$ cat config.mk
export PLATFORM = sky130hd
export DESIGN_NAME = prog_mem_loader
export DESIGN_NICKNAME = d
export VERILOG_FILES = /design/src/rtl/prog_mem_loader.sv
export SDC_FILE = /design/constraint.sdc
export NUM_CORES = 1
export LEC_CHECK = 0
export BUFFER_PORTS_ARGS = -buffer_cell sky130_fd_sc_hd__buf_2
export CAP_MARGIN = 20
export CORE_MARGIN = 5
export CORE_UTILIZATION = 50
export CTS_BUF_LIST = sky130_fd_sc_hd__clkbuf_2
export CTS_CLUSTER_SIZE = 16
export DETAILED_ROUTE_END_ITERATION = 8
export GPL_TIMING_DRIVEN = 0
export HOLD_SLACK_MARGIN = 0.1
export PLACE_DENSITY = 0.71
export SLEW_MARGIN = 20
export SYNTH_ARGS = -nofsm -noshare
export SYNTH_HDL_FRONTEND = slang
export SYNTH_SLANG_ARGS = --single-unit
export TNS_END_PERCENT = 1
$ cat constraint.sdc
create_clock -name clk -period 2.9 [get_ports clk]
set_clock_uncertainty 0.15 [all_clocks]
set_input_delay 0.29 -clock clk [delete_from_list [all_inputs] [get_ports clk]]
set_output_delay 0.29 -clock clk [all_outputs]
set_load 0.02 [all_outputs]
$ cat src/rtl/prog_mem_loader.sv
// Boot loader: receives a framed byte stream, writes 12-bit words into program memory,
// and releases the core from reset once the frame checksum verifies.
module prog_mem_loader #(
    parameter int         PC_WIDTH   = 9,
    parameter int         INST_WIDTH = 12,
    parameter logic [7:0] SYNC_BYTE  = 8'hA5
) (
    input  logic                  clk,
    input  logic                  rst,
    input  logic [7:0]            rxData,
    input  logic                  rxValid,
    output logic                  rxReady,
    input  logic [PC_WIDTH-1:0]   pcIn,
    output logic [PC_WIDTH-1:0]   memAddr,
    output logic [INST_WIDTH-1:0] memWData,
    output logic                  memWe,
    output logic                  coreRst_n,
    output logic                  loadDone,
    output logic                  loadErr,
    output logic [PC_WIDTH:0]     wordCount
);

    typedef enum logic [2:0] {
        S_IDLE, S_CNT_HI, S_CNT_LO, S_DATA_LO, S_DATA_HI, S_CHECK, S_DONE, S_ERROR
    } state_t;

    localparam logic [16:0]     MAX_COUNT = 17'(2 ** PC_WIDTH);
    localparam logic [PC_WIDTH:0] ONE     = (PC_WIDTH + 1)'(1);

    state_t                state, state_nx;
    logic [7:0]            cnt_hi;
    logic [PC_WIDTH:0]     word_total;
    logic [7:0]            lo_byte;
    logic [7:0]            sum;
    logic [PC_WIDTH-1:0]   wr_addr;
    logic                  accept;
    logic [15:0]           count_full;
    logic                  count_bad;
    logic                  last_word;
    logic                  is_sync;

    assign accept     = rxValid && rxReady;
    assign is_sync    = (rxData == SYNC_BYTE);
    assign count_full = {cnt_hi, rxData};
    assign count_bad  = (count_full == 16'd0) || ({1'b0, count_full} > MAX_COUNT);
    assign last_word  = ((wordCount + ONE) == word_total);

    always_ff @(posedge clk or posedge rst) begin
        if (rst) begin
            state <= S_IDLE;
        end else begin
            state <= state_nx;
        end
    end

    always_comb begin
        state_nx = state;
        if (accept) begin
            case (state)
                S_IDLE, S_ERROR: if (is_sync) state_nx = S_CNT_HI;
                S_CNT_HI:        state_nx = S_CNT_LO;
                S_CNT_LO:        state_nx = count_bad ? S_ERROR : S_DATA_LO;
                S_DATA_LO:       state_nx = S_DATA_HI;
                S_DATA_HI:       state_nx = last_word ? S_CHECK : S_DATA_LO;
                S_CHECK:         state_nx = (rxData == sum) ? S_DONE : S_ERROR;
                default:         state_nx = state;
            endcase
        end
    end

    // rxReady is gated by rst directly so it is low throughout reset and high on release.
    always_comb begin
        rxReady   = !rst && (state != S_DONE);
        loadDone  = (state == S_DONE);
        coreRst_n = (state == S_DONE);
        loadErr   = (state == S_ERROR);
        memAddr   = (state == S_DONE) ? pcIn : wr_addr;
    end

    always_ff @(posedge clk or posedge rst) begin
        if (rst) begin
            cnt_hi     <= '0;
            word_total <= '0;
            lo_byte    <= '0;
            sum        <= '0;
            wordCount  <= '0;
            wr_addr    <= '0;
            memWe      <= 1'b0;
            memWData   <= '0;
        end else begin
            memWe <= 1'b0;
            if (accept) begin
                case (state)
                    S_IDLE, S_ERROR: begin
                        if (is_sync) begin
                            sum       <= '0;
                            wordCount <= '0;
                            wr_addr   <= '0;
                        end
                    end
                    S_CNT_HI: begin
                        cnt_hi <= rxData;
                        sum    <= sum + rxData;
                    end
                    S_CNT_LO: begin
                        word_total <= count_full[PC_WIDTH:0];
                        sum        <= sum + rxData;
                    end
                    S_DATA_LO: begin
                        lo_byte <= rxData;
                        sum     <= sum + rxData;
                    end
                    S_DATA_HI: begin
                        // wr_addr keeps the index of the word being written while wordCount moves on
                        memWe     <= 1'b1;
                        memWData  <= {rxData[INST_WIDTH-9:0], lo_byte};
                        wr_addr   <= wordCount[PC_WIDTH-1:0];
                        wordCount <= wordCount + ONE;
                        sum       <= sum + rxData;
                    end
                    default: ;
                endcase
            end
        end
    end

endmodule

==> metrics.cfg <==
[cts]
cts_tree = done
post_cts_buffers = 0
cts_htree_levels = 3
cts_buffers = 9
clkLatencyLatePin_ns = 0.50
cts_sinks = 69
root_buffer = clkbuf_2
path_clk_slew_ns = 0.18
clockBufferDepth = 2

[worst_setup_path]
cpPeakStageDelay_ns = 0.49
crit_path_end_kind = output port
cp_top_family = buffers and inverters
crit_path_max_fanout = 11
crit_path_start = state[1]
worstPathRequired_ns = 2.46
cp_slowest_cell = dfrtp_1
cp.arrival_ns = 2.28
critical_path_class = reg -> out
cp_num_buf_inv = 3
cp_cell_sequence = clkbuf_2, nand2_1, nor2_1, clkbuf_4, mux2_2, buf_2
critPathLaunchType = register
timing.rr.start = wordCount[0]

[drt]
detail_route.wl_per_cell_um = 15.8
vias_per_cell = 5.59
ant_nets = 0
num_vias = 3005
drc = 0
drtIter0Drc = 88
wl_um = 8500
drt-pass1-iter-count = 4

[layout]
nNetsFinal = 464
drive_above_1_share = 0.260
fin_cells = 538
area_growth_pct = 17.8
finalCoreUtilization = 0.596
diodes = 0

[sta]
finalSetupViolations = 0
max_slew_margin = 0.650
finalSetupTns_ns = 0
finalCriticalPeriod_ns = 2.72
rsz0062_at_grt = no
setup_ws_ns = 0.177
maxSlewViolCount = 0
worstMarginPinSlew_ns = 0.525
period_share = 0.939
hold_viol_final = 0
fmaxAchievable_ghz = 0.367

[place]
place_inst = 513
dp_slack_ns = 0.111
io_buffers = 55
gp_congestion = 0.854
dp_hpwl_um = 6190

[logic_synthesis]
ys_warn_count = 0
synth.distinct_cells = 48
ys_seq_area_frac = 0.478
synth_edf_count = 0
synth-async-reset-ratio = 1.00
avgSynthCellArea_sq_um = 10.1
synthCells = 358
syn_area_sq_um = 3610
ys.flop_type = dfrtp_1
synth_nets = 387
synth-seq-cells = 69

[global_route]
grt_max_degree = 57
grt_pass1_wl_um = 14300
antenna_found_initial = 0
groute.usage.overall = 0.205
grt_pass1_vias = 2965
overflow = 0

[flow_run]
cap_violations = 0

[power]
total_power_uw = 3460
power.density_nw_per_um2 = 812
cellLeakagePower_uw = 0.00207
max-vdd-ir-drop_uv = 416

[floorplanning]
rows = 31
core_sq_um = 7140
fp.dieW_um = 95.0
dieArea_sq_um = 9030
start_util = 0.506
die_y_um = 95.0
io_pins = 56

[hold_path]
hold_path.class = in -> reg
hp-start = rxValid

[run_status]
status = completed

==> cell families (layout without fill, tap and decap cells) <==
family                   after synthesis  in the layout  share of synthesized area
flip-flops                            69             69                      0.478
XOR/XNOR                              17             17                     0.0412
buffers and inverters                 30            111                     0.0325
AND/OR/NAND/NOR                      123            123                      0.157
multiplexers                          33             33                      0.102
adder cells (fa/ha/maj)                9              9                     0.0332
AO/OA/AOI/OAI                         77             77                      0.156
==> Yosys cell counts, types with 3 or more instances <==
library cell	number	area (sq um)
xnor2_1	12	105
nor2_1	20	75.1
o211ai_1	4	30.0
nand3_1	6	30.0
a21oi_1	9	45.0
inv_1	10	37.5
o21ai_1	6	30.0
nor4_1	5	31.3
o41ai_1	5	43.8
a31oi_1	4	25.0
ha_1	8	100
nand2b_1	4	25.0
o31ai_1	8	60.1
dfrtp_1	69	1730
a22o_1	9	78.8
nor3_1	7	35.0
xor2_1	5	43.8
buf_1	3	11.3
o21ai_0	17	85.1
nand4_1	4	25.0
or3_1	5	31.3
clkbuf_1	15	56.3
mux2_2	32	360
nand2_1	60	225
==> layout by cell type (no fill, tap or decap), drive strengths merged, types with 3 or more instances in the layout <==
cell type / synthesis / layout
a21oi: 9 / 9
a22o: 9 / 9
a31oi: 4 / 4
buf: 5 / 60
clkbuf: 15 / 26
clkinv: 0 / 4
dfrtp: 69 / 69
dlygate4sd3: 0 / 10
ha: 8 / 8
inv: 10 / 10
mux2: 32 / 32
nand2: 60 / 60
nand2b: 4 / 4
nand3: 6 / 6
nand4: 4 / 4
nor2: 20 / 20
nor3: 7 / 7
nor4: 5 / 5
o211ai: 4 / 4
o21ai: 23 / 23
o31ai: 8 / 8
o41ai: 5 / 5
or3: 5 / 5
or4: 3 / 3
xnor2: 12 / 12
xor2: 5 / 5
==> final cells by class <==
class	instances	area [sq um]
repair buffers	66	403
clock buffers	10	50.0
clock inverters	5	52.6
inverters	10	40.0
fillers	670	2880
multi-input cells	259	1770
plain buffers	20	87.6
well taps	99	124
flip-flops and latches	69	1730
==> path summary, 6_finish.rpt <==
| kind | end | slack [ns] | depth (start not counted) |
|---|---|---|---|
| worst max register to register | state[2] | 0.27 | 8 |
| worst max-delay path | memAddr[1] | 0.18 | 6 |
| worst min-delay path | state[1] | 0.14 | 5 |
| min in group asynchronous | wr_addr[3] | 0.69 | 4 |
| worst min register to register | memWData[5] | 0.34 | 2 |
| max in group asynchronous | word_total[7] | 1.37 | 5 |
==> through the flow <==
stage	cell area [sq um]	hold slack (ns)
3_3_place_gp	4010	0.297
2_1_floorplan	3610	0.245
3_5_place_dp	4040	0.0971
6_report	4260	0.145
4_1_cts	4250	0.122
5_1_grt	4260	0.189
==> worst reg2reg max path, stage by stage (launching register included) <==
cell,delay [ns]
dfrtp_1,0.58
ha_1,0.31
and3_1,0.17
clkbuf_1,0.26
xnor2_1,0.18
mux2i_1,0.20
nand4_1,0.16
o41a_1,0.44
o21ai_1,0.13
==> what timing repair did <==
action / CTS / global route
endpoints found under the hold margin: 98 / 0
resized for setup: 2 / 6
hold buffers: 10 / 0
setup endpoints to repair: 9 / 15
==> layer usage <==
layer  vias up  routed length (um)  track usage
met3        12                 473       0.0403
li1       1440                   -            -
met4         0                 125       0.0769
met2        90                3980        0.338
met5         -                   0            0
met1      1463                3920        0.269
==> power by group <==
group | internal (uW) | switching, uW | total, uW
sequential | 1270 | 223 | 1490
clock | 194 | 344 | 538
combinational | 621 | 806 | 1430
==> registers in the layout, summed over array words and instances (netlist names) <==
signal	cells
wr_addr	9
word_total	10
lo_byte	8
wordCount	10
memWData	12
cnt_hi	8
state	3
sum	8
memWe	1
Power figures use the tool's default switching activity.
